### src/rtl/rf_wr_arbiter_pkg.sv
// Shared defaults, FSM state type and requester indices for the register-file write arbiter.
package rf_wr_arbiter_pkg;

    localparam int unsigned DATA_W_DEF   = 16;
    localparam int unsigned NUM_REGS_DEF = 8;
    localparam int unsigned ADDR_W_DEF   = 3;

    typedef enum logic {
        IDLE  = 1'b0,
        WRITE = 1'b1
    } state_t;

    localparam logic REQ0 = 1'b0;
    localparam logic REQ1 = 1'b1;

endpackage

### src/rtl/rf_wr_arbiter_if.sv
// Write-request, ack and read-port bundle between the two requesters and rf_wr_arbiter.
interface rf_wr_arbiter_if
    import rf_wr_arbiter_pkg::*;
#(
    parameter int unsigned DATA_W = DATA_W_DEF,
    parameter int unsigned ADDR_W = ADDR_W_DEF
);
    logic              req0;
    logic [ADDR_W-1:0] addr0;
    logic [DATA_W-1:0] data0;
    logic              ack0;
    logic              req1;
    logic [ADDR_W-1:0] addr1;
    logic [DATA_W-1:0] data1;
    logic              ack1;
    logic [ADDR_W-1:0] rd_addr;
    logic [DATA_W-1:0] rd_data;
    logic              busy;

    modport slave (
        input  req0, addr0, data0, req1, addr1, data1, rd_addr,
        output ack0, ack1, rd_data, busy
    );

    modport master (
        output req0, addr0, data0, req1, addr1, data1, rd_addr,
        input  ack0, ack1, rd_data, busy
    );
endinterface

### src/rtl/rf_wr_arbiter_bank.sv
// Register bank: enable-gated registers, one-hot write decoder and combinational read mux.
module rf_en_reg #(
    parameter int unsigned W = 16
) (
    input  logic         clk,
    input  logic         rst,
    input  logic         en_i,
    input  logic [W-1:0] d_i,
    output logic [W-1:0] q_o
);
    logic [W-1:0] q_q;

    always_ff @(posedge clk or negedge rst) begin
        if (!rst)
            q_q <= '0;
        else if (en_i)
            q_q <= d_i;
    end

    assign q_o = q_q;
endmodule

module rf_bank #(
    parameter int unsigned DATA_W   = 16,
    parameter int unsigned NUM_REGS = 8,
    parameter int unsigned ADDR_W   = 3
) (
    input  logic              clk,
    input  logic              rst,
    input  logic              we_i,
    input  logic [ADDR_W-1:0] waddr_i,
    input  logic [DATA_W-1:0] wdata_i,
    input  logic [ADDR_W-1:0] raddr_i,
    output logic [DATA_W-1:0] rdata_o
);
    logic [NUM_REGS-1:0] en;
    logic [DATA_W-1:0]   regs [NUM_REGS];

    always_comb begin
        en = '0;
        for (int unsigned i = 0; i < NUM_REGS; i++) begin
            if (we_i && (waddr_i == ADDR_W'(i)))
                en[i] = 1'b1;
        end
    end

    for (genvar g = 0; g < NUM_REGS; g++) begin : g_reg
        rf_en_reg #(.W(DATA_W)) u_reg (
            .clk  (clk),
            .rst  (rst),
            .en_i (en[g]),
            .d_i  (wdata_i),
            .q_o  (regs[g])
        );
    end

    assign rdata_o = regs[raddr_i];
endmodule

### src/rtl/rf_wr_arbiter.sv
// Round-robin arbiter sharing the bank's single write port between two requesters.
// Optional macro RF_BYPASS_EN forwards the pending write to rd_data during WRITE.
module rf_wr_arbiter
    import rf_wr_arbiter_pkg::*;
#(
    parameter int unsigned DATA_W   = DATA_W_DEF,
    parameter int unsigned NUM_REGS = NUM_REGS_DEF,
    parameter int unsigned ADDR_W   = ADDR_W_DEF
) (
    input  logic                clk,
    input  logic                rst,
    rf_wr_arbiter_if.slave      bus
);
    state_t            state_q, state_d;
    logic              ptr_q, ptr_d;
    logic              gnt_q, gnt_d;
    logic [ADDR_W-1:0] pend_addr_q, pend_addr_d;
    logic [DATA_W-1:0] pend_data_q, pend_data_d;
    logic              sel;
    logic              we;
    logic [DATA_W-1:0] bank_rd;

    always_ff @(posedge clk or negedge rst) begin
        if (!rst) begin
            state_q     <= IDLE;
            ptr_q       <= REQ0;
            gnt_q       <= REQ0;
            pend_addr_q <= '0;
            pend_data_q <= '0;
        end else begin
            state_q     <= state_d;
            ptr_q       <= ptr_d;
            gnt_q       <= gnt_d;
            pend_addr_q <= pend_addr_d;
            pend_data_q <= pend_data_d;
        end
    end

    always_comb begin
        state_d     = state_q;
        ptr_d       = ptr_q;
        gnt_d       = gnt_q;
        pend_addr_d = pend_addr_q;
        pend_data_d = pend_data_q;
        sel         = REQ0;
        we          = 1'b0;
        bus.ack0    = 1'b0;
        bus.ack1    = 1'b0;
        bus.busy    = 1'b0;
        case (state_q)
            IDLE: begin
                if (bus.req0 || bus.req1) begin
                    // Pointer only breaks ties; a lone requester always wins.
                    if (bus.req0 && bus.req1)
                        sel = ptr_q;
                    else if (bus.req1)
                        sel = REQ1;
                    else
                        sel = REQ0;
                    gnt_d       = sel;
                    pend_addr_d = (sel == REQ1) ? bus.addr1 : bus.addr0;
                    pend_data_d = (sel == REQ1) ? bus.data1 : bus.data0;
                    state_d     = WRITE;
                end
            end
            WRITE: begin
                bus.busy = 1'b1;
                we       = 1'b1;
                bus.ack0 = (gnt_q == REQ0);
                bus.ack1 = (gnt_q == REQ1);
                ptr_d    = ~gnt_q;
                state_d  = IDLE;
            end
            default: state_d = IDLE;
        endcase
    end

    rf_bank #(
        .DATA_W   (DATA_W),
        .NUM_REGS (NUM_REGS),
        .ADDR_W   (ADDR_W)
    ) u_bank (
        .clk     (clk),
        .rst     (rst),
        .we_i    (we),
        .waddr_i (pend_addr_q),
        .wdata_i (pend_data_q),
        .raddr_i (bus.rd_addr),
        .rdata_o (bank_rd)
    );

    always_comb begin
        bus.rd_data = bank_rd;
`ifdef RF_BYPASS_EN
        if ((state_q == WRITE) && (bus.rd_addr == pend_addr_q))
            bus.rd_data = pend_data_q;
`endif
    end
endmodule

### src/flat_wrapper.sv
// flat-port wrapper written by rule: the top's interface ports become plain ports
module rf_wr_arbiter_flat import rf_wr_arbiter_pkg::*;
#(
    parameter int unsigned DATA_W   = DATA_W_DEF,
    parameter int unsigned NUM_REGS = NUM_REGS_DEF,
    parameter int unsigned ADDR_W   = ADDR_W_DEF
)
  (clk, rst, bus_req0, bus_addr0, bus_data0, bus_req1, bus_addr1, bus_data1, bus_rd_addr, bus_ack0, bus_ack1, bus_rd_data, bus_busy);
  rf_wr_arbiter_if #(.DATA_W(DATA_W), .ADDR_W(ADDR_W)) bus_i ();
  input  logic clk;
  input  logic rst;
  input wire logic [$bits(bus_i.req0)-1:0] bus_req0;
  input wire logic [$bits(bus_i.addr0)-1:0] bus_addr0;
  input wire logic [$bits(bus_i.data0)-1:0] bus_data0;
  input wire logic [$bits(bus_i.req1)-1:0] bus_req1;
  input wire logic [$bits(bus_i.addr1)-1:0] bus_addr1;
  input wire logic [$bits(bus_i.data1)-1:0] bus_data1;
  input wire logic [$bits(bus_i.rd_addr)-1:0] bus_rd_addr;
  output wire logic [$bits(bus_i.ack0)-1:0] bus_ack0;
  output wire logic [$bits(bus_i.ack1)-1:0] bus_ack1;
  output wire logic [$bits(bus_i.rd_data)-1:0] bus_rd_data;
  output wire logic [$bits(bus_i.busy)-1:0] bus_busy;
  assign bus_i.req0 = bus_req0;
  assign bus_i.addr0 = bus_addr0;
  assign bus_i.data0 = bus_data0;
  assign bus_i.req1 = bus_req1;
  assign bus_i.addr1 = bus_addr1;
  assign bus_i.data1 = bus_data1;
  assign bus_i.rd_addr = bus_rd_addr;
  assign bus_ack0 = bus_i.ack0;
  assign bus_ack1 = bus_i.ack1;
  assign bus_rd_data = bus_i.rd_data;
  assign bus_busy = bus_i.busy;
  rf_wr_arbiter #(.DATA_W(DATA_W), .NUM_REGS(NUM_REGS), .ADDR_W(ADDR_W)) u_core (.clk(clk), .rst(rst), .bus(bus_i));
endmodule
### config.mk
export PLATFORM = sky130hd
export DESIGN_NAME = rf_wr_arbiter_flat
export DESIGN_NICKNAME = d
export VERILOG_FILES = /design/src/rtl/rf_wr_arbiter_pkg.sv /design/src/rtl/rf_wr_arbiter_if.sv /design/src/rtl/rf_wr_arbiter_bank.sv /design/src/rtl/rf_wr_arbiter.sv /design/src/flat_wrapper.sv
export SDC_FILE = /design/constraint.sdc
export NUM_CORES = 1
export LEC_CHECK = 0
export CAP_MARGIN = 10
export CELL_PAD_IN_SITES_DETAIL_PLACEMENT = 0
export CELL_PAD_IN_SITES_GLOBAL_PLACEMENT = 1
export CORE_UTILIZATION = 24
export DETAILED_ROUTE_END_ITERATION = 8
export HOLD_SLACK_MARGIN = 0.08
export PLACE_DENSITY = 0.52
export SETUP_SLACK_MARGIN = 0.2
export SYNTH_ARGS = -nofsm -noshare
export SYNTH_HDL_FRONTEND = slang
export SYNTH_HIERARCHICAL = 1
export SYNTH_SLANG_ARGS = --single-unit
### constraint.sdc
create_clock -name clk -period 2.9 [get_ports clk]
set_clock_uncertainty 0.15 [all_clocks]
set_input_delay 0.87 -clock clk [delete_from_list [all_inputs] [get_ports clk]]
set_output_delay 0.87 -clock clk [all_outputs]
set_load 0.03 [all_outputs]
==> impl_metrics.csv <==
group,metric,value,unit
status,status,"complete, but fails checks",
status,violations,"negative setup slack",
yosys,ys_seq_area_frac,0.506,
clock_network,clock_sinks,150,
yosys,synth_cells,463,
setup_path,crit_type,"input pin to primary output",
detailed_routing,vias,4175,
timing,setup_slack,-0.245,ns
setup_path,timing.rr.start,"u_core/state_q",
cells_and_area,design_area,9150,um^2
placement,place.gp.congestion,0.720,
placement,dpl_worst_slack,-0.590,ns
yosys,syn_nets,508,
detailed_routing,ant_nets,0,
grt,grt_pass1_vias,4641,
cells_and_area,fin_util,0.305,
yosys,synth_top_cell_by_area,"dfrtp_1",
setup_path,critPathSlowestCell,"mux4_2",
setup_path,r2r_slack,1.01,ns
cells_and_area,final_cell_mix,"150 x dfrtp_1, 96 x mux2_4, 48 x mux2_2",
pwr,powerDensity,1020,nW/um^2
setup_path,critical_path_arrival,2.13,ns
cells_and_area,diodes,0,
clock_network,cts_made_buffers,17,
setup_path,path_cells,"buf_16, buf_12, mux4_2, mux2_4, buf_6",
setup_path,cpLargestDelayFamily,"multiplexers",
setup_path,cpPeakStageDelay,0.52,ns
timing,max_slew_margin,0.607,
grt,gr-total-overflow,0,
placement,dp_cells,898,
clock_network,cts_root_buffer,"clkbuf_16",
floorplanning,initial_core_util,0.247,
cells_and_area,drive_gt1_frac,0.478,
clock_network,cts_tree,"done",
cells_and_area,final_cells,934,
setup_path,crit_start,"bus_rd_addr[0]",
clock_network,htreeDepth,4,
run,cap_violations,0,
yosys,synth_cell_type_count,27,
grt,grtUsageTotal,0.125,
floorplanning,rows,63,
min_path,min_path_type,"input pin to asynchronous set/reset pin",
detailed_routing,drt_first_iter_violations,180,
placement,hpwl,11400,um
yosys,syn_avg_cell_area,16.0,um^2
grt,antenna_found_initial,0,
detailed_routing,via_per_inst,4.47,
setup_path,rr_endpoint,"u_core/u_bank/g_reg[4].u_reg/q_o[15]",
timing,clock.fmax,318,MHz
detailed_routing,wl,18300,um
cells_and_area,synthToLayoutAreaGrowth,23.4,%
floorplanning,pin_count,64,
timing,setup_viol,16,
setup_path,cp_data_required_time,1.88,ns
yosys,synth_top_cell_area_share,0.506,
clock_network,clock_latency,0.42,ns
clock_network,cts.clk_slew.worst_paths,0.06,ns
timing,finalMaxSlewViolations,0,
timing,tightestPinTransition,0.590,ns
cells_and_area,layout.nets,577,
setup_path,worstPathMaxFanout,8,
timing,hold_viol,0,
floorplanning,die_area,31600,um^2
pwr,ir_drop,0.407,mV
clock_network,hold_buffers,0,
floorplanning,die_x,178,um
timing,rsz0062_at_grt,"yes",
placement,place_area,8280,um^2
yosys,synth-seq-cells,150,
detailed_routing,drc,0,
setup_path,path_buf_inv,3,
timing,fin_crit,3.15,ns
setup_path,reg2reg_depth,4,
placement,portBuffers,63,
floorplanning,core,30000,um^2
floorplanning,die_y,178,um
grt,grt_max_degree,62,
detailed_routing,wl_per_cell,19.6,um
clock_network,cts_setup_buffers,0,
detailed_routing,dr.pass1.iters,5,
yosys,netlist_area,7410,um^2
cells_and_area,final_common_cell,"dfrtp_1",
grt,grt_pass1_wl,29000,um
yosys,synth_area_leaders,"dfrtp_1 51%, mux2_4 16%, mux4_1 9.9%",
yosys,ys_warn_count,6,
setup_path,critPathLaunchType,"input pin",
timing,post-route-period-util,1.08,
timing,hold_slack,0.276,ns
clock_network,clockBufferDepth,2,
setup_path,cp-end-kind,"primary output",
pwr,p_leak,3.78,nW
[final cells by class]
| class | count | area (um^2) |
|---|---|---|
| clock buffers | 18 | 429 |
| clock inverters | 13 | 229 |
| fillers | 2934 | 20900 |
| multi-input cells | 274 | 3220 |
| repair buffers | 87 | 1020 |
| inverters | 2 | 7.51 |
| well taps | 390 | 488 |
| flip-flops and latches | 150 | 3750 |
[routing by layer]
layer,up-vias,track usage,routed length (um)
met5,-,0,0
met4,0,0.0342,212
met3,15,0.0291,696
met2,106,0.201,8740
met1,2208,0.169,8620
li1,1846,-,-
[power breakdown]
group	leakage, nW	switching, mW	internal (mW)
Sequential	1.75	0.670	3.08
Clock	0.320	0.877	1.61
Combinational	1.71	1.07	2.01
[cell families after synthesis]
group | share of synthesized area
AO/OA/AOI/OAI | 0.0442
buffers and inverters | 0.0560
flip-flops | 0.506
multiplexers | 0.371
AND/OR/NAND/NOR | 0.0226
[Yosys cell counts, drive strengths merged]
| master | n |
|---|---|
| mux4 | 32 |
| o21bai | 1 |
| buf | 34 |
| nor2 | 27 |
| nor2b | 1 |
| clkbuf | 3 |
| nand2b | 4 |
| inv | 2 |
| dfrtp | 150 |
| o31ai | 1 |
| and2b | 1 |
| nor3 | 2 |
| o21ai | 19 |
| mux2 | 144 |
| and2 | 1 |
| a21oi | 19 |
| a31oi | 19 |
| nand2 | 3 |
[registers in the layout, indices dropped and copies added (netlist names)]
register / flops
u_core/pend_data_q: 16
u_core/state_q: 1
u_core/ptr_q: 1
u_core/gnt_q: 1
u_core/pend_addr_q: 3
u_core/u_bank/g.u_reg/q_o: 128
[worst max-delay path by stage]
stage	slack, ns	end	cells after the start
finish	-0.25	bus_rd_data[5]	5
CTS	-0.27	bus_rd_data[5]	5
global placement	-0.60	bus_rd_data[0]	5
global route	-0.28	bus_rd_data[0]	5
floorplan	-0.04	bus_rd_data[10]	4
detailed placement	-0.59	bus_rd_data[5]	5
[repair_timing]
action	in CTS	in global routing
endpoints found under the setup margin	19	16
cloned	5	0
gates resized for setup	38	0
[through the flow]
step	power (mW)	setup TNS, ns
after global routing	9.82	-3.91
final	9.32	-3.32
after floorplan	5.92	-0.547
after CTS	9.43	-3.64
after detailed placement	6.76	-9.14
after global placement	6.64	-9.18
Note: power is estimated with default switching activity, not from simulation.
